<file path="src/rtl/mips_pkg.sv">
// mips_pkg: shared encodings, ALU ops and pipeline-register layouts for mips_cpu.
package mips_pkg;
  localparam logic [5:0] OP_R = 6'h00, OP_MUL = 6'h1C, OP_ADDI = 6'h08, OP_LW = 6'h23;
  localparam logic [5:0] OP_SW = 6'h2B, OP_BEQ = 6'h04, OP_J = 6'h02;
  localparam logic [5:0] FN_ADD = 6'h20, FN_SUB = 6'h22, FN_AND = 6'h24, FN_OR = 6'h25;
  localparam logic [5:0] FN_SLT = 6'h2A, FN_MUL = 6'h02;
  localparam logic [31:0] NOP = 32'h0;
  typedef enum logic [2:0] {ALU_ADD, ALU_SUB, ALU_AND, ALU_OR, ALU_SLT, ALU_MUL} alu_op_t;
  typedef struct packed {
    logic [31:0] instr;
    logic [31:0] pc4;
  } if_id_t;
  typedef struct packed {
    alu_op_t op;
    logic [31:0] a, b, sd, pc4, br_off;
    logic [4:0] dst;
    logic rw, mr, mw, beq;
  } id_ex_t;
  typedef struct packed {
    logic [31:0] res, sd;
    logic [4:0] dst;
    logic rw, mr, mw;
  } ex_mem_t;
  typedef struct packed {
    logic [31:0] res;
    logic [4:0] dst;
    logic rw;
  } mem_wb_t;
  function automatic logic r_ok(input logic [5:0] fn);
    return fn inside {FN_ADD, FN_SUB, FN_AND, FN_OR, FN_SLT};
  endfunction
  function automatic alu_op_t r_op(input logic [5:0] fn);
    return fn == FN_SUB ? ALU_SUB : fn == FN_AND ? ALU_AND : fn == FN_OR ? ALU_OR :
           fn == FN_SLT ? ALU_SLT : ALU_ADD;
  endfunction
endpackage

</file>
<file path="src/rtl/mips_alu.sv">
// mips_alu: integer ALU with zero flag; all arithmetic wraps modulo 2^32.
module mips_alu
  import mips_pkg::*;
(
  input  alu_op_t     op,
  input  logic [31:0] a,
  input  logic [31:0] b,
  output logic [31:0] y,
  output logic        zero
);
  assign y = op == ALU_SUB ? a - b :
             op == ALU_AND ? a & b :
             op == ALU_OR  ? a | b :
             op == ALU_SLT ? {31'd0, $signed(a) < $signed(b)} :
             op == ALU_MUL ? a * b : a + b;
  assign zero = y == '0;
endmodule

</file>
<file path="src/rtl/mips_regfile.sv">
// mips_regfile: 32x32 register file, 2 combinational reads with write-through, r0 hardwired to 0.
module mips_regfile (
  input  logic        clk,
  input  logic        rst,
  input  logic [4:0]  ra,
  input  logic [4:0]  rb,
  input  logic        we,
  input  logic [4:0]  wa,
  input  logic [31:0] wd,
  output logic [31:0] qa,
  output logic [31:0] qb
);
  logic [31:0] r [32];
  always_ff @(posedge clk) begin
    if (rst) for (int i = 0; i < 32; i++) r[i] <= '0;
    else if (we && wa != 5'd0) r[wa] <= wd;
  end
  assign qa = ra == 5'd0 ? '0 : (we && wa == ra) ? wd : r[ra];
  assign qb = rb == 5'd0 ? '0 : (we && wa == rb) ? wd : r[rb];
endmodule

</file>
<file path="src/rtl/mips_cpu.sv">
// mips_cpu: 5-stage MIPS-subset pipeline (no interlocks); J resolves in ID, BEQ in EX.
module mips_cpu
  import mips_pkg::*;
(
  input  logic        CLK,
  input  logic        reset,
  input  logic [31:0] Prog_BUS_READ,
  output logic [31:0] ADDR_Prog,
  output logic        CS_P,
  input  logic [31:0] Data_BUS_READ,
  output logic [31:0] ADDR,
  output logic [31:0] Data_BUS_WRITE,
  output logic        CS,
  output logic        WE
);
  logic [31:0] pc, rs_val, rt_val, imm, alu_y;
  logic cs_p, alu_z, taken, is_j, mem_op;
  logic [5:0] op, fn;
  if_id_t if_id;
  id_ex_t id_ex, d;
  ex_mem_t ex_mem;
  mem_wb_t mem_wb;
  mips_regfile rf (
    .clk(CLK), .rst(reset), .ra(if_id.instr[25:21]), .rb(if_id.instr[20:16]),
    .we(mem_wb.rw), .wa(mem_wb.dst), .wd(mem_wb.res), .qa(rs_val), .qb(rt_val)
  );
  mips_alu alu (.op(id_ex.op), .a(id_ex.a), .b(id_ex.b), .y(alu_y), .zero(alu_z));
  assign op = if_id.instr[31:26];
  assign fn = if_id.instr[5:0];
  assign imm = {{16{if_id.instr[15]}}, if_id.instr[15:0]};
  assign is_j = op == OP_J;
  assign taken = id_ex.beq && alu_z;
  always_comb begin
    d = '0;
    d.a = rs_val;
    d.b = imm;
    d.sd = rt_val;
    d.pc4 = if_id.pc4;
    d.br_off = {imm[29:0], 2'b00};
    case (op)
      OP_R:    begin d.b = rt_val; d.dst = if_id.instr[15:11]; d.rw = r_ok(fn); d.op = r_op(fn); end
      OP_MUL:  begin d.b = rt_val; d.dst = if_id.instr[15:11]; d.rw = fn == FN_MUL; d.op = ALU_MUL; end
      OP_ADDI: begin d.dst = if_id.instr[20:16]; d.rw = 1'b1; end
      OP_LW:   begin d.dst = if_id.instr[20:16]; d.rw = 1'b1; d.mr = 1'b1; end
      OP_SW:   d.mw = 1'b1;
      OP_BEQ:  begin d.b = rt_val; d.beq = 1'b1; d.op = ALU_SUB; end
      default: ;
    endcase
  end
  // a taken BEQ is older than anything in ID, so it overrides a J there
  always_ff @(posedge CLK) begin
    if (reset) begin
      pc <= '0;
      cs_p <= 1'b0;
      if_id <= '0;
      id_ex <= '0;
      ex_mem <= '0;
      mem_wb <= '0;
    end else begin
      cs_p <= 1'b1;
      pc <= taken ? id_ex.pc4 + id_ex.br_off :
            is_j ? {if_id.pc4[31:28], if_id.instr[25:0], 2'b00} : pc + 32'd4;
      if_id.instr <= (taken || is_j) ? NOP : Prog_BUS_READ;
      if_id.pc4 <= pc + 32'd4;
      id_ex <= taken ? '0 : d;
      ex_mem.res <= alu_y;
      ex_mem.sd <= id_ex.sd;
      ex_mem.dst <= id_ex.dst;
      ex_mem.rw <= id_ex.rw;
      ex_mem.mr <= id_ex.mr;
      ex_mem.mw <= id_ex.mw;
      mem_wb.res <= ex_mem.mr ? Data_BUS_READ : ex_mem.res;
      mem_wb.dst <= ex_mem.dst;
      mem_wb.rw <= ex_mem.rw;
    end
  end
  assign mem_op = ex_mem.mr | ex_mem.mw;
  assign ADDR_Prog = pc;
  assign CS_P = cs_p;
  assign CS = mem_op;
  assign WE = ex_mem.mw;
  assign ADDR = mem_op ? ex_mem.res : '0;
  assign Data_BUS_WRITE = ex_mem.mw ? ex_mem.sd : '0;
endmodule

</file>
<file path="config.mk">
export PLATFORM = sky130hd
export DESIGN_NAME = mips_cpu
export DESIGN_NICKNAME = d
export VERILOG_FILES = /design/src/rtl/mips_pkg.sv /design/src/rtl/mips_alu.sv /design/src/rtl/mips_regfile.sv /design/src/rtl/mips_cpu.sv
export SDC_FILE = /design/constraint.sdc
export NUM_CORES = 2
export LEC_CHECK = 0
export CORE_ASPECT_RATIO = 1.75
export CORE_MARGIN = 4
export CORE_UTILIZATION = 50
export CTS_CLUSTER_DIAMETER = 200
export CTS_CLUSTER_SIZE = 14
export DETAILED_ROUTE_END_ITERATION = 8
export DONT_BUFFER_PORTS = 1
export GPL_TIMING_DRIVEN = 0
export PLACE_DENSITY_LB_ADDON = 0.05
export SYNTH_ARGS = -nofsm -noshare
export SYNTH_HDL_FRONTEND = slang
export SYNTH_SLANG_ARGS = --single-unit
</file>
<file path="constraint.sdc">
create_clock -name CLK -period 15.7 [get_ports CLK]
set_clock_uncertainty 0.2 [all_clocks]
set_input_delay 2.355 -clock CLK [delete_from_list [all_inputs] [get_ports CLK]]
set_output_delay 2.355 -clock CLK [all_outputs]
set_load 0.03 [all_outputs]
</file>
==> run_results.csv <==
group,metric,value,unit
global_route,grt_pass1_vias,67800,
sta,tightest_slew,1590,ps
floorplanning,start_util,50.3,%
final_layout,area_growth,8.32,%
sta,relSlewSlack,-6.16,%
setup_path,critPathBufInv,9,
floorplanning,chipWidth,326,µm
synthesis,yosysTopAreaCellShare,34.7,%
clock_network,cts_root_buf,"clkbuf_16",
final_layout,stdcell_area,96100,µm²
routing,drt_iter0_markers,7458,
routing,wl,389,mm
power,power.density,94.3,nW/µm²
routing,final_antenna_net_count,0,
routing,vias_per_cell,6.45,
global_route,overflow,0,
synthesis,synth-edff-count,1024,
synthesis,syn_area,88700,µm²
sta,finalCritPeriodShare,83.6,%
setup_path,required,16130,ps
synthesis,synth.distinct_cells,102,
placement,place_area,92900,µm²
synthesis,synthCells,7480,
setup_path,critPathMaxStageDelay,990,ps
sta,slew_violations,101,
floorplanning,dieArea,184000,µm²
clock_network,clock_path_buffers,3,
global_route,grt_max_degree,27,
placement,portBuffers,0,
routing,dr.pass1.iters,7,
synthesis,syn_area_per_cell,11.9,µm²
global_route,grt_antenna_before_repair,35,
sta,hold_viol,0,
clock_network,cts_buffers,109,
global_route,use_met3,7.04,%
setup_path,cp.arrival,13560,ps
power,vdd_drop_max,101,µV
final_layout,fin_nets,8390,
setup_path,crit_family,"adder cells",
global_route,grt_usage,42.0,%
global_route,top_usage_layer,"met2",
clock_network,post-cts-setup-buffer-count,0,
global_route,grt_pass1_wl,529,mm
setup_path,worstSetupPathType,"flip-flop to flip-flop",
setup_path,cp_max_fo,10,
synthesis,yosys-top-cells-area,"edfxtp_1, mux4_2, fa_1",
clock_network,cts.sinks,1387,
job,cap_viol_max_count,12,
final_layout,final_common_cell,"and2_1",
final_layout,final_cell_mix,"and2_1, edfxtp_1, nor2_1, mux4_2, clkbuf_1",
synthesis,ys_ff_latch,1387,
floorplanning,core-area,176000,µm²
placement,routabilityCongestion,1.03,
synthesis,async_reset_ff_share,0,%
clock_network,cts.clk_slew.worst_paths,70,ps
sta,finalSetupViolCount,0,
setup_path,crit_top_cell,"fa_1",
outcome,status,"finished with violations",
synthesis,synth_seq_area_share,42.9,%
setup_path,worstSetupEndpointType,"flip-flop",
clock_network,cts_resized,0,
routing,post_drt_wl_per_cell,38.5,µm
routing,vias,65200,
setup_path,crit_slowest_cell,"clkbuf_1",
worst_hold_path,hold_class,"flip-flop to flip-flop",
power,p_leak,36.0,nW
sta,fin_tns_setup,0,ps
clock_network,htreeDepth,3,
synthesis,synth_warnings,0,
floorplanning,io_pins,165,
final_layout,fin_util,54.5,%
setup_path,start_kind,"flip-flop",
placement,dpl.hpwl,312,mm
floorplanning,fp-row-count,204,
sta,period_needed,13130,ps
synthesis,yosys_most_used_dff,"edfxtp_1",
final_layout,drive_above_1_share,12.0,%
sta,fmax,76.2,MHz
power,p_total,9.06,mW
routing,drc,0,
global_route,met2_usage,72.1,%
sta,rsz0062_at_grt,"no",
synthesis,synth_area_leader_cell,"edfxtp_1",
sta,whs,232,ps
global_route,gr-usage-met1,42.3,%
outcome,violations,"capacitance limit, slew limit",
clock_network,tritoncts,"done",
clock_network,clk_latency,810,ps
floorplanning,die_h,565,µm
clock_network,postCtsHoldBufs,0,
-- flip-flops by register name, summed over array words and instances (netlist names) --
register,flops
mem_wb,38
rf.r,1024
ex_mem,71
d,48
if_id,16
WE,1
CS_P,1
id_ex,156
ADDR_Prog,32
-- stage by stage --
stage,worst slack (ps),cells
6_report,2570,10100
5_1_grt,2770,10100
4_1_cts,3100,10100
3_5_place_dp,3110,9921
3_3_place_gp,3170,9880
2_1_floorplan,7460,7511
-- synthesized netlist by cell type, types with 33 or more instances --
master / count
clkbuf_1: 462
a211oi_1: 69
nand3_1: 42
dfxtp_1: 363
buf_1: 81
ha_1: 249
fa_1: 411
xor2_1: 50
nor2b_1: 107
nand2_1: 381
mux2_2: 33
nand2b_1: 33
nor3_1: 69
inv_1: 486
o21ai_0: 152
and3_1: 65
nor2_1: 695
mux2i_1: 199
o22ai_1: 45
buf_2: 36
a21oi_1: 247
mux4_2: 558
and2_1: 1075
edfxtp_1: 1024
xnor2_1: 107
-- layer usage --
layer	vias to the layer above	routed length [µm]	part of all wire, %
met3	1456	28600	7.4
met1	33300	118000	30
met2	3770	191000	49
met5	-	69	0.018
li1	26700	-	-
met4	10	50400	13
-- area by class of cell --
type / instances / area [µm²]
Buffer: 592 / 2380
Antenna cell: 16 / 40.0
Tap cell: 2369 / 2960
Sequential cell: 1387 / 38000
Timing Repair Buffer: 42 / 758
Fill cell: 15500 / 80300
Clock buffer: 157 / 2910
Multi-Input combinational cell: 5029 / 47000
Clock inverter: 8 / 164
Inverter: 503 / 1890
-- cell families (layout without fill, tap and decap cells) --
logic type | count (synthesis) | count (layout) | synth area share [%]
other cells | 1 | 48 | 0.00423
compound gates | 819 | 819 | 6.14
flops | 1387 | 1387 | 42.9
buf+inv | 1095 | 1302 | 4.76
mux | 791 | 791 | 16.9
xor+xnor | 157 | 157 | 1.55
fa+ha+maj | 660 | 660 | 12.8
simple gates | 2570 | 2570 | 15.0
-- path summary, 6_finish.rpt --
check        cells past startpoint  slack (ps)             startpoint                     to
max                             31        2570  id_ex[142]$_SDFF_PP0_   if_id[56]$_SDFF_PP0_
min                              1         230   id_ex[81]$_SDFF_PP0_  ex_mem[16]$_SDFF_PP0_
max reg2reg                     31        2570  id_ex[142]$_SDFF_PP0_   if_id[56]$_SDFF_PP0_
min reg2reg                      1         230   id_ex[81]$_SDFF_PP0_  ex_mem[16]$_SDFF_PP0_
-- where the power goes --
group	internal, mW	switching, mW	leakage [nW]	total (mW)
clock network	1.28	1.39	1.47	2.67
logic	0.705	1.44	21.0	2.14
registers	4.08	0.170	13.5	4.25
total	6.06	2.99	36.0	9.06
Note: power is estimated with default switching activity, not from simulation.
